`src/rtl/sal_ddr_params_pkg.sv`:
```
// -----------------------------------------------------------------------------
// sal_ddr_params_pkg
// Shared DDR controller parameters: timer widths, refresh-debt limits and the
// refresh controller FSM state encoding.
// -----------------------------------------------------------------------------
package sal_ddr_params_pkg;
   localparam int REFI_W = 16;   // refresh interval counter width
   localparam int RFC_W  = 10;   // refresh busy counter width
   localparam int PEND_W = 4;    // refresh debt counter width

   localparam logic [PEND_W-1:0] MAX_PEND  = 4'd8;  // debt saturation point
   localparam logic [PEND_W-1:0] URGENT_TH = 4'd7;  // debt level flagged urgent

   typedef enum logic [1:0] {
      IDLE = 2'd0,
      REQ  = 2'd1,
      RFC  = 2'd2
   } ref_state_e;
endpackage

```
`src/rtl/sal_tick_gen.sv`:
```
// -----------------------------------------------------------------------------
// sal_tick_gen
// Periodic tick generator for maintenance timers. A down-counter reloads to
// period_i-1 and emits a one-cycle tick when it reaches zero, so ticks are
// period_i cycles apart. When disabled it sits at period_i-1 and never ticks.
//
// Ports:
//   clk       in   clock, rising edge
//   rst_n     in   synchronous active-low reset (counter loads period_i-1)
//   en_i      in   count enable
//   period_i  in   CNT_W  tick period in clk cycles (>= 2)
//   tick_o    out  one-cycle tick, combinational from the counter
// -----------------------------------------------------------------------------
module sal_tick_gen #(
   parameter int CNT_W = 16
) (
   input  logic             clk,
   input  logic             rst_n,
   input  logic             en_i,
   input  logic [CNT_W-1:0] period_i,
   output logic             tick_o
);

   logic [CNT_W-1:0] cnt_q, cnt_d;
   logic [CNT_W-1:0] reload;

   // period_i is only consumed through reload, so a new period takes effect
   // at the next reload (or reset / while disabled), never mid-interval.
   assign reload = period_i - CNT_W'(1);

   always_comb begin
      tick_o = 1'b0;
      cnt_d  = cnt_q;
      if (!en_i) begin
         cnt_d = reload;
      end else if (cnt_q == '0) begin
         tick_o = 1'b1;
         cnt_d  = reload;
      end else begin
         cnt_d = cnt_q - CNT_W'(1);
      end
   end

   always_ff @(posedge clk) begin
      if (!rst_n) cnt_q <= reload;
      else        cnt_q <= cnt_d;
   end

endmodule

```
`src/rtl/sal_ref_ctrl.sv`:
```
// -----------------------------------------------------------------------------
// sal_ref_ctrl
// DDR refresh controller. Accumulates refresh debt from a periodic interval
// tick, requests refreshes from the bank controller, waits out tRFC after each
// granted REF, and flags urgency and debt overflow.
//
// Ports:
//   clk           in   clock, rising edge
//   rst_n         in   synchronous active-low reset
//   ref_en_i      in   interval timer enable
//   t_refi_i      in   REFI_W  refresh interval in cycles (>= 2)
//   t_rfc_i       in   RFC_W   refresh busy time in cycles (>= 1)
//   ref_req_o     out  refresh request to bank controller
//   ref_gnt_i     in   REF issued by bank controller
//   ref_urgent_o  out  request pending with debt >= URGENT_TH
//   pend_cnt_o    out  4  outstanding refresh debt (0..MAX_PEND)
//   ref_ovf_o     out  sticky debt overflow flag, cleared only by reset
// -----------------------------------------------------------------------------
module sal_ref_ctrl
   import sal_ddr_params_pkg::*;
(
   input  logic              clk,
   input  logic              rst_n,
   input  logic              ref_en_i,
   input  logic [REFI_W-1:0] t_refi_i,
   input  logic [RFC_W-1:0]  t_rfc_i,
   output logic              ref_req_o,
   input  logic              ref_gnt_i,
   output logic              ref_urgent_o,
   output logic [PEND_W-1:0] pend_cnt_o,
   output logic              ref_ovf_o
);

   ref_state_e        state_q, state_d;
   logic [PEND_W-1:0] pend_q,  pend_d;
   logic [RFC_W-1:0]  busy_q,  busy_d;
   logic              req_q,   req_d;
   logic              urg_q,   urg_d;
   logic              ovf_q,   ovf_d;
   logic              tick;
   logic              gnt_ok;

   sal_tick_gen #(
      .CNT_W (REFI_W)
   ) u_tick_gen (
      .clk      (clk),
      .rst_n    (rst_n),
      .en_i     (ref_en_i),
      .period_i (t_refi_i),
      .tick_o   (tick)
   );

   always_comb begin
      state_d = state_q;
      pend_d  = pend_q;
      busy_d  = busy_q;
      ovf_d   = ovf_q;
      // A grant only counts while we are actually requesting.
      gnt_ok  = ref_gnt_i && (state_q == REQ);

      if (tick && !gnt_ok) begin
         if (pend_q == MAX_PEND) ovf_d  = 1'b1;
         else                    pend_d = pend_q + PEND_W'(1);
      end else if (!tick && gnt_ok) begin
         pend_d = pend_q - PEND_W'(1);
      end

      case (state_q)
         IDLE: begin
            if (pend_d != '0) state_d = REQ;
         end
         REQ: begin
            if (gnt_ok) begin
               state_d = RFC;
               busy_d  = t_rfc_i - RFC_W'(1);
            end
         end
         RFC: begin
            if (busy_q == '0) state_d = (pend_d != '0) ? REQ : IDLE;
            else              busy_d  = busy_q - RFC_W'(1);
         end
         default: state_d = IDLE;
      endcase

      // Outputs are registered from next-state so ref_req_o rises in the same
      // cycle pend_cnt_o first shows the new debt.
      req_d = (state_d == REQ);
      urg_d = req_d && (pend_d >= URGENT_TH);
   end

   always_ff @(posedge clk) begin
      if (!rst_n) begin
         state_q <= IDLE;
         pend_q  <= '0;
         busy_q  <= '0;
         req_q   <= 1'b0;
         urg_q   <= 1'b0;
         ovf_q   <= 1'b0;
      end else begin
         state_q <= state_d;
         pend_q  <= pend_d;
         busy_q  <= busy_d;
         req_q   <= req_d;
         urg_q   <= urg_d;
         ovf_q   <= ovf_d;
      end
   end

   assign ref_req_o    = req_q;
   assign ref_urgent_o = urg_q;
   assign pend_cnt_o   = pend_q;
   assign ref_ovf_o    = ovf_q;

endmodule
```
`config.mk`:
```
export PLATFORM = sky130hd
export DESIGN_NAME = sal_ref_ctrl
export DESIGN_NICKNAME = d
export VERILOG_FILES = /design/src/rtl/sal_ddr_params_pkg.sv /design/src/rtl/sal_tick_gen.sv /design/src/rtl/sal_ref_ctrl.sv
export SDC_FILE = /design/constraint.sdc
export NUM_CORES = 1
export LEC_CHECK = 0
export CAP_MARGIN = 25
export CORE_MARGIN = 5
export CORE_UTILIZATION = 40
export CTS_CLUSTER_SIZE = 8
export DETAILED_ROUTE_END_ITERATION = 7
export DONT_BUFFER_PORTS = 1
export PLACE_DENSITY_LB_ADDON = 0.1
export REMOVE_ABC_BUFFERS = 1
export SETUP_SLACK_MARGIN = 0.15
export SYNTH_ARGS = -nofsm -noshare
export SYNTH_HDL_FRONTEND = slang
export SYNTH_HIERARCHICAL = 1
export SYNTH_SLANG_ARGS = --single-unit
export TNS_END_PERCENT = 30
```
`constraint.sdc`:
```
create_clock -name clk -period 2.55 [get_ports clk]
set_input_delay 0.51 -clock clk [delete_from_list [all_inputs] [get_ports clk]]
set_output_delay 0.51 -clock clk [all_outputs]
set_load 0.01 [all_outputs]
```
==> Yosys cells after proc, flatten, opt, wreduce, memory -nomap -nowiden <==
Index checks and enable logic that the tools add are counted.
{ "classes": {"n_reduce_logical": 13, "add_sub_neg": 6, "n_lt_le_gt_ge": 1, "n_mux": 16, "n_eq_ne": 6} }
{ "ops": {"columns": ["operator", "n"], "rows": [
  ["$mux 16", 3],
  ["$sub 16x1->16 const B", 2],
  ["$mux 10", 2],
  ["$pmux 10 s2", 1],
  ["$sub 10x1->10 const B", 2],
  ["$logic_not 16->1", 1],
  ["$mux 4", 3],
  ["$logic_not 10->1", 1],
  ["$mux 2", 3],
  ["$pmux 2 s3", 1],
  ["$add 4x1->4 const B", 1],
  ["$eq 2x1->1 const B", 2],
  ["$eq 4x4->1 const B", 1],
  ["$ge 4x3->1 const B", 1],
  ["$logic_and 1x1->1", 4],
  ["$ne 2x2->1 const B", 2],
  ["$reduce_bool 4->1", 1],
  ["$sub 4x1->4 const B", 1],
  ["$mux 1", 3],
  ["$reduce_and 3->1", 1],
  ["$eq 2x2->1 const B", 1],
  ["$logic_not 1->1", 2],
  ["$logic_not 2->1", 1],
  ["$reduce_and 2->1", 1],
  ["$reduce_bool 2->1", 1]
]} }
{ "totals": {"reg_bits": 35} }

==> Depth between registers and ports, before layout <==
{ "logic_depth": {"depth_word": 13, "mapped_depth": 11} }

==> Cells and area by module <==
Netlist, hierarchy kept.
{ "by_module_without_submodules": {"columns": ["module", "instances", "seq_area_each_um2", "cells_per_inst", "area_each_um2"], "rows": [
  ["sal_ref_ctrl", 1, 380.4, 168, 1348.8],
  ["sal_tick_gen", 1, 320.3, 128, 1123.6]
]} }

==> Worst setup path after synthesis <==
Ideal clock, no wire load.
{ "synth_path": {"kind": "register -> register", "start": "register state_q[0]", "end": "register busy_q[8]", "period_less_slack_ps": 2429, "slack_ps": 121, "path_stages_with_launch": 12, "arrival_ps": 2311, "cell_sequence": "dfxtp_1 > nand2b_1 > buf_6 > buf_2 > mux2i_1 > ha_1 > clkbuf_1 > nor3b_1 > nand3_1 > a22oi_1 > a21oi_1 > o221a_2"} }
{ "synth_between": {"elab_chain_cells": 4} }
{ "synth_rtl": {"columns": ["element", "line_no", "rtl"], "rows": [
  ["start, declared", "sal_ref_ctrl.sv:34", "ref_state_e state_q, state_d;"],
  ["start signal, assigned", "sal_ref_ctrl.sv:100", "state_q <= state_d;"],
  ["$eq 2x1->1", "sal_ref_ctrl.sv:59, sal_ref_ctrl.sv:68", null],
  ["$logic_and 1x1->1", "sal_ref_ctrl.sv:59", "gnt_ok = ref_gnt_i && (state_q == REQ);"],
  ["$ne 2x2->1 (no source line)", null, null],
  ["$reduce_and 3->1 (no source line)", null, null],
  ["end signal, assigned", "sal_ref_ctrl.sv:102", "busy_q <= busy_d;"],
  ["end, declared", "sal_ref_ctrl.sv:36", "logic [RFC_W-1:0] busy_q, busy_d;"]
]} }
Parallel ways exist; a longest one is shown, timed or not.
A chain may end at the register's enable or synchronous reset.

==> Worst setup path in the final report <==
{ "layout_path": {"start": "register u_tick_gen.cnt_q[11]", "end": "register req_q, in the netlist ref_req_o"} }
{ "layout_between": {"elab_chain_cells": 12} }
{ "layout_rtl": {"columns": ["element", "line_no", "rtl"], "rows": [
  ["start, declared", "sal_tick_gen.sv:24", "logic [CNT_W-1:0] cnt_q, cnt_d;"],
  ["start signal, assigned", "sal_tick_gen.sv:45", "if (!rst_n) cnt_q <= reload;"],
  ["start signal, assigned", "sal_tick_gen.sv:46", "else cnt_q <= cnt_d;"],
  ["$logic_not 16->1 *", "sal_tick_gen.sv:36", "end else if (cnt_q == '0) begin"],
  ["$mux 1 *", "sal_tick_gen.sv:36", null],
  ["$mux 1 *", "sal_tick_gen.sv:34", "if (!en_i) begin"],
  ["named net tick", "sal_ref_ctrl.sv:40", "logic tick;"],
  ["$logic_not 1->1", "sal_ref_ctrl.sv:64", "end else if (!tick && gnt_ok) begin"],
  ["$logic_and 1x1->1", "sal_ref_ctrl.sv:64", null],
  ["$mux 4", "sal_ref_ctrl.sv:64", null],
  ["$mux 4 *", "sal_ref_ctrl.sv:61", "if (tick && !gnt_ok) begin"],
  ["$reduce_bool 4->1 *", "sal_ref_ctrl.sv:70, sal_ref_ctrl.sv:79", null],
  ["$mux 1", "sal_ref_ctrl.sv:79", "if (busy_q == '0) state_d = (pend_d != '0) ? REQ : IDLE;"],
  ["$mux 2", "sal_ref_ctrl.sv:79", null],
  ["$pmux 2 s3 *", "sal_ref_ctrl.sv:68", "case (state_q)"],
  ["$eq 2x1->1 *", "sal_ref_ctrl.sv:87", "req_d = (state_d == REQ);"],
  ["end signal, assigned", "sal_ref_ctrl.sv:103", "req_q <= req_d;"],
  ["end, declared", "sal_ref_ctrl.sv:37", "logic req_q, req_d;"]
]} }
The timed path passes the listed nets; every way through them passes the cells marked *.

==> impl_metrics.toml <==
[placed_design]
gp_congestion = 0.813
pre_cts_ws_ns = 0.101
port_buffers = 0
place_inst = 371
hpwlAfterDp_um = 4420
dpl-instance-area_um2 = 2570

[worst_hold_path]
holdPathStages = 1
hold_class = "input port to flip-flop"

[die]
io_pins = 37
fp-row-count = 28
initial_core_util = 0.415
die-area_um2 = 7850
dieHeight_um = 88.6
die_w_um = 88.6
core_area_um2 = 5960

[clocking]
insertion_delay_ns = 0.29
clock_sinks = 35
path_clk_slew_ns = 0.08
cts_tree = "built"
cts_root_buf = "clkbuf_8"
cts_made_buffers = 5
h-tree-depth = 2
postCtsHoldBufs = 0
clockBufferDepth = 2

[logic_synthesis]
yosysSeqAreaShare = 0.283
ys.flop_type = "dfxtp_1"
ys_ff_latch = 35
synth.top_cell.area_share = 0.283
synth-edff-count = 0
yosys-top-cells-area = "dfxtp_1 28%, xnor2_1 6.0%, mux2i_1 5.7%, nor2_1 5.3%, xor2_1 5.0%"
syn-instance-count = 296
synthTopCellsByCount = "35 x dfxtp_1, 35 x nor2_1, 23 x nand2_1"
yosysUniqueCellTypes = 61
yosys_warnings = 6
syn_area_per_cell_um2 = 8.35
synthArstFlopShare = 0
yosysTopAreaCell = "dfxtp_1"
syn_area_um2 = 2470

[sta]
post-route-min-period_ns = 2.30
tightest_slew_ns = 0.720
grt_setup_unrepaired = "true"
layout_setup_ws_ns = 0.250
hold_violations = 0
skew_ns = 0.0124
slew_headroom = 0.515
drv_slew = 0
setup_violations = 0
finalCritPeriodShare = 0.902
max_freq_ghz = 0.435

[drt]
drtIter0Drc = 70
wl_met3_um = 386
wl_met2_um = 2740
first_pass_iters = 4
vias_per_cell = 5.58
wire_per_inst_um = 15.4
final_antenna_net_count = 0
num_vias = 2122
drc = 0
top_layer = "met4"
finalWirelength_um = 5840
wl_met1_um = 2640

[setup_path]
cp-end-kind = "flip-flop"
crit_type = "flip-flop to flip-flop"
max_stage_delay_ns = 0.34
critPathRequiredTime_ns = 2.76
critPathMaxFanout = 5
ff2ff_path_depth = 9
arrival_ns = 2.51
crit_slowest_cell = "dfxtp_2"
start_kind = "flip-flop"
crit_chain = "nor4_4, nand4_2, nor3_2, and4b_1, and4bb_2, a221oi_1, o21bai_2, nor3_1, a31oi_1"

[global_routing]
grt_max_degree = 25
track_usage = 0.157
grt_pass1_wl_um = 9620
gr-total-overflow = 0
grt_pass1_vias = 1989
antenna_found_initial = 0

[pwr]
p_leak_nw = 1.00
p_sw_frac = 0.363
power_frac_seq = 0.420
power_mw = 1.77
internal_power_mw = 1.13
power_density_nw_per_um2 = 646
pwr-share-clk = 0.254
combPwrFrac = 0.326
vdd_drop_max_v = 0.000240
p_sw_mw = 0.642

[layout]
instances_no_fill = 380
drive_gt1_frac = 0.144
final_nets = 340
final_cell_area_um2 = 2740
syn_to_final_growth_pct = 10.8
diodes = 0

[flow_run]
max-cap-violations = 0

[outcome]
status = "completed"
routing by layer:
metal  GRT usage  vias up
met5           0        -
met4      0.0495        0
met3      0.0493        6
met2       0.255       64
met1       0.197      957
li1            -     1095
worst paths after layout:
path                                             to                  from  slack (ns)
worst max-delay path                      ref_req_o  u_tick_gen/cnt_q[11]        0.25
worst min-delay path                      busy_q[6]                 rst_n        0.33
worst max register to register            ref_req_o  u_tick_gen/cnt_q[11]        0.25
worst min register to register  u_tick_gen/cnt_q[0]   u_tick_gen/cnt_q[0]        0.43
through the flow:
step	hold WS (ns)	TNS, ns	util
2_1_floorplan	0.406	-0.149	-
6_report	0.331	0	0.460
3_5_place_dp	0.424	0	0.431
3_3_place_gp	0.419	0	0.431
5_1_grt	0.321	0	0.460
4_1_cts	0.327	0	0.452
cells by family (layout without fill, tap and decap cells):
| logic type | count (synthesis) | count (layout) | synth area share |
|---|---|---|---|
| AO/OA/AOI/OAI | 59 | 59 | 0.168 |
| XOR/XNOR | 31 | 31 | 0.110 |
| adder cells (fa/ha/maj) | 6 | 6 | 0.0304 |
| buffers and inverters | 22 | 31 | 0.0501 |
| flip-flops | 35 | 35 | 0.283 |
| multiplexers | 16 | 16 | 0.0683 |
| AND/OR/NAND/NOR | 127 | 127 | 0.290 |
worst max-delay path, delay by kind of cell, from the launching register on:
kind	cells	cell delay (ns)
simple gates	6	1.23
compound gates	3	0.66
flops	1	0.34
sequential cells by signal, summed over array words and instances, names as in the netlist:
signal,count
u_tick_gen/cnt_q,16
busy_q,10
pend_cnt_o,4
state_q,2
ref_ovf_o,1
ref_req_o,1
ref_urgent_o,1
cells in the final DEF, fill, tap and decap left out, drive strengths merged, types with 2 or more instances in the layout:
master / netlist / final
dfxtp: 35 / 35
a21o: 3 / 3
o31a: 2 / 2
nor2: 35 / 35
o31ai: 3 / 3
nor3b: 6 / 6
clkbuf: 5 / 8
nand4: 5 / 5
a2111oi: 2 / 2
xnor2: 17 / 17
and3b: 2 / 2
buf: 6 / 12
nand2: 23 / 23
o32ai: 2 / 2
xor2: 14 / 14
ha: 6 / 6
nand3b: 3 / 3
nor3: 11 / 11
and4: 3 / 3
o21ai: 8 / 8
nor4: 9 / 9
nand2b: 2 / 2
inv: 11 / 11
or3: 4 / 4
a21oi: 17 / 17
or4: 4 / 4
a31oi: 6 / 6
mux2i: 15 / 15
a22oi: 3 / 3
and2: 6 / 6
nand3: 9 / 9
power groups by stage:
stage / clock (mW) / combinational [mW] / sequential [mW]
after floorplan: 0 / 0.417 / 0.729
after global placement: 0 / 0.564 / 0.746
after detailed placement: 0 / 0.558 / 0.744
after CTS: 0.464 / 0.564 / 0.740
after global routing: 0.491 / 0.649 / 0.757
final: 0.449 / 0.577 / 0.743
final cells by class:
class | instances | area (um2)
tap | 75 | 93.8
fill | 598 | 3220
inverter | 11 | 41.3
sequential | 35 | 706
multi-input combinational | 239 | 1700
timing repair buffer | 12 | 97.6
clock buffer | 8 | 100
repair_timing:
action,in CTS,in global routing
resized for setup,5,9
setup endpoints to repair,3,6
buffers inserted,0,0
pin swaps,3,9
No activity file was read; power rests on OpenSTA's default activity.
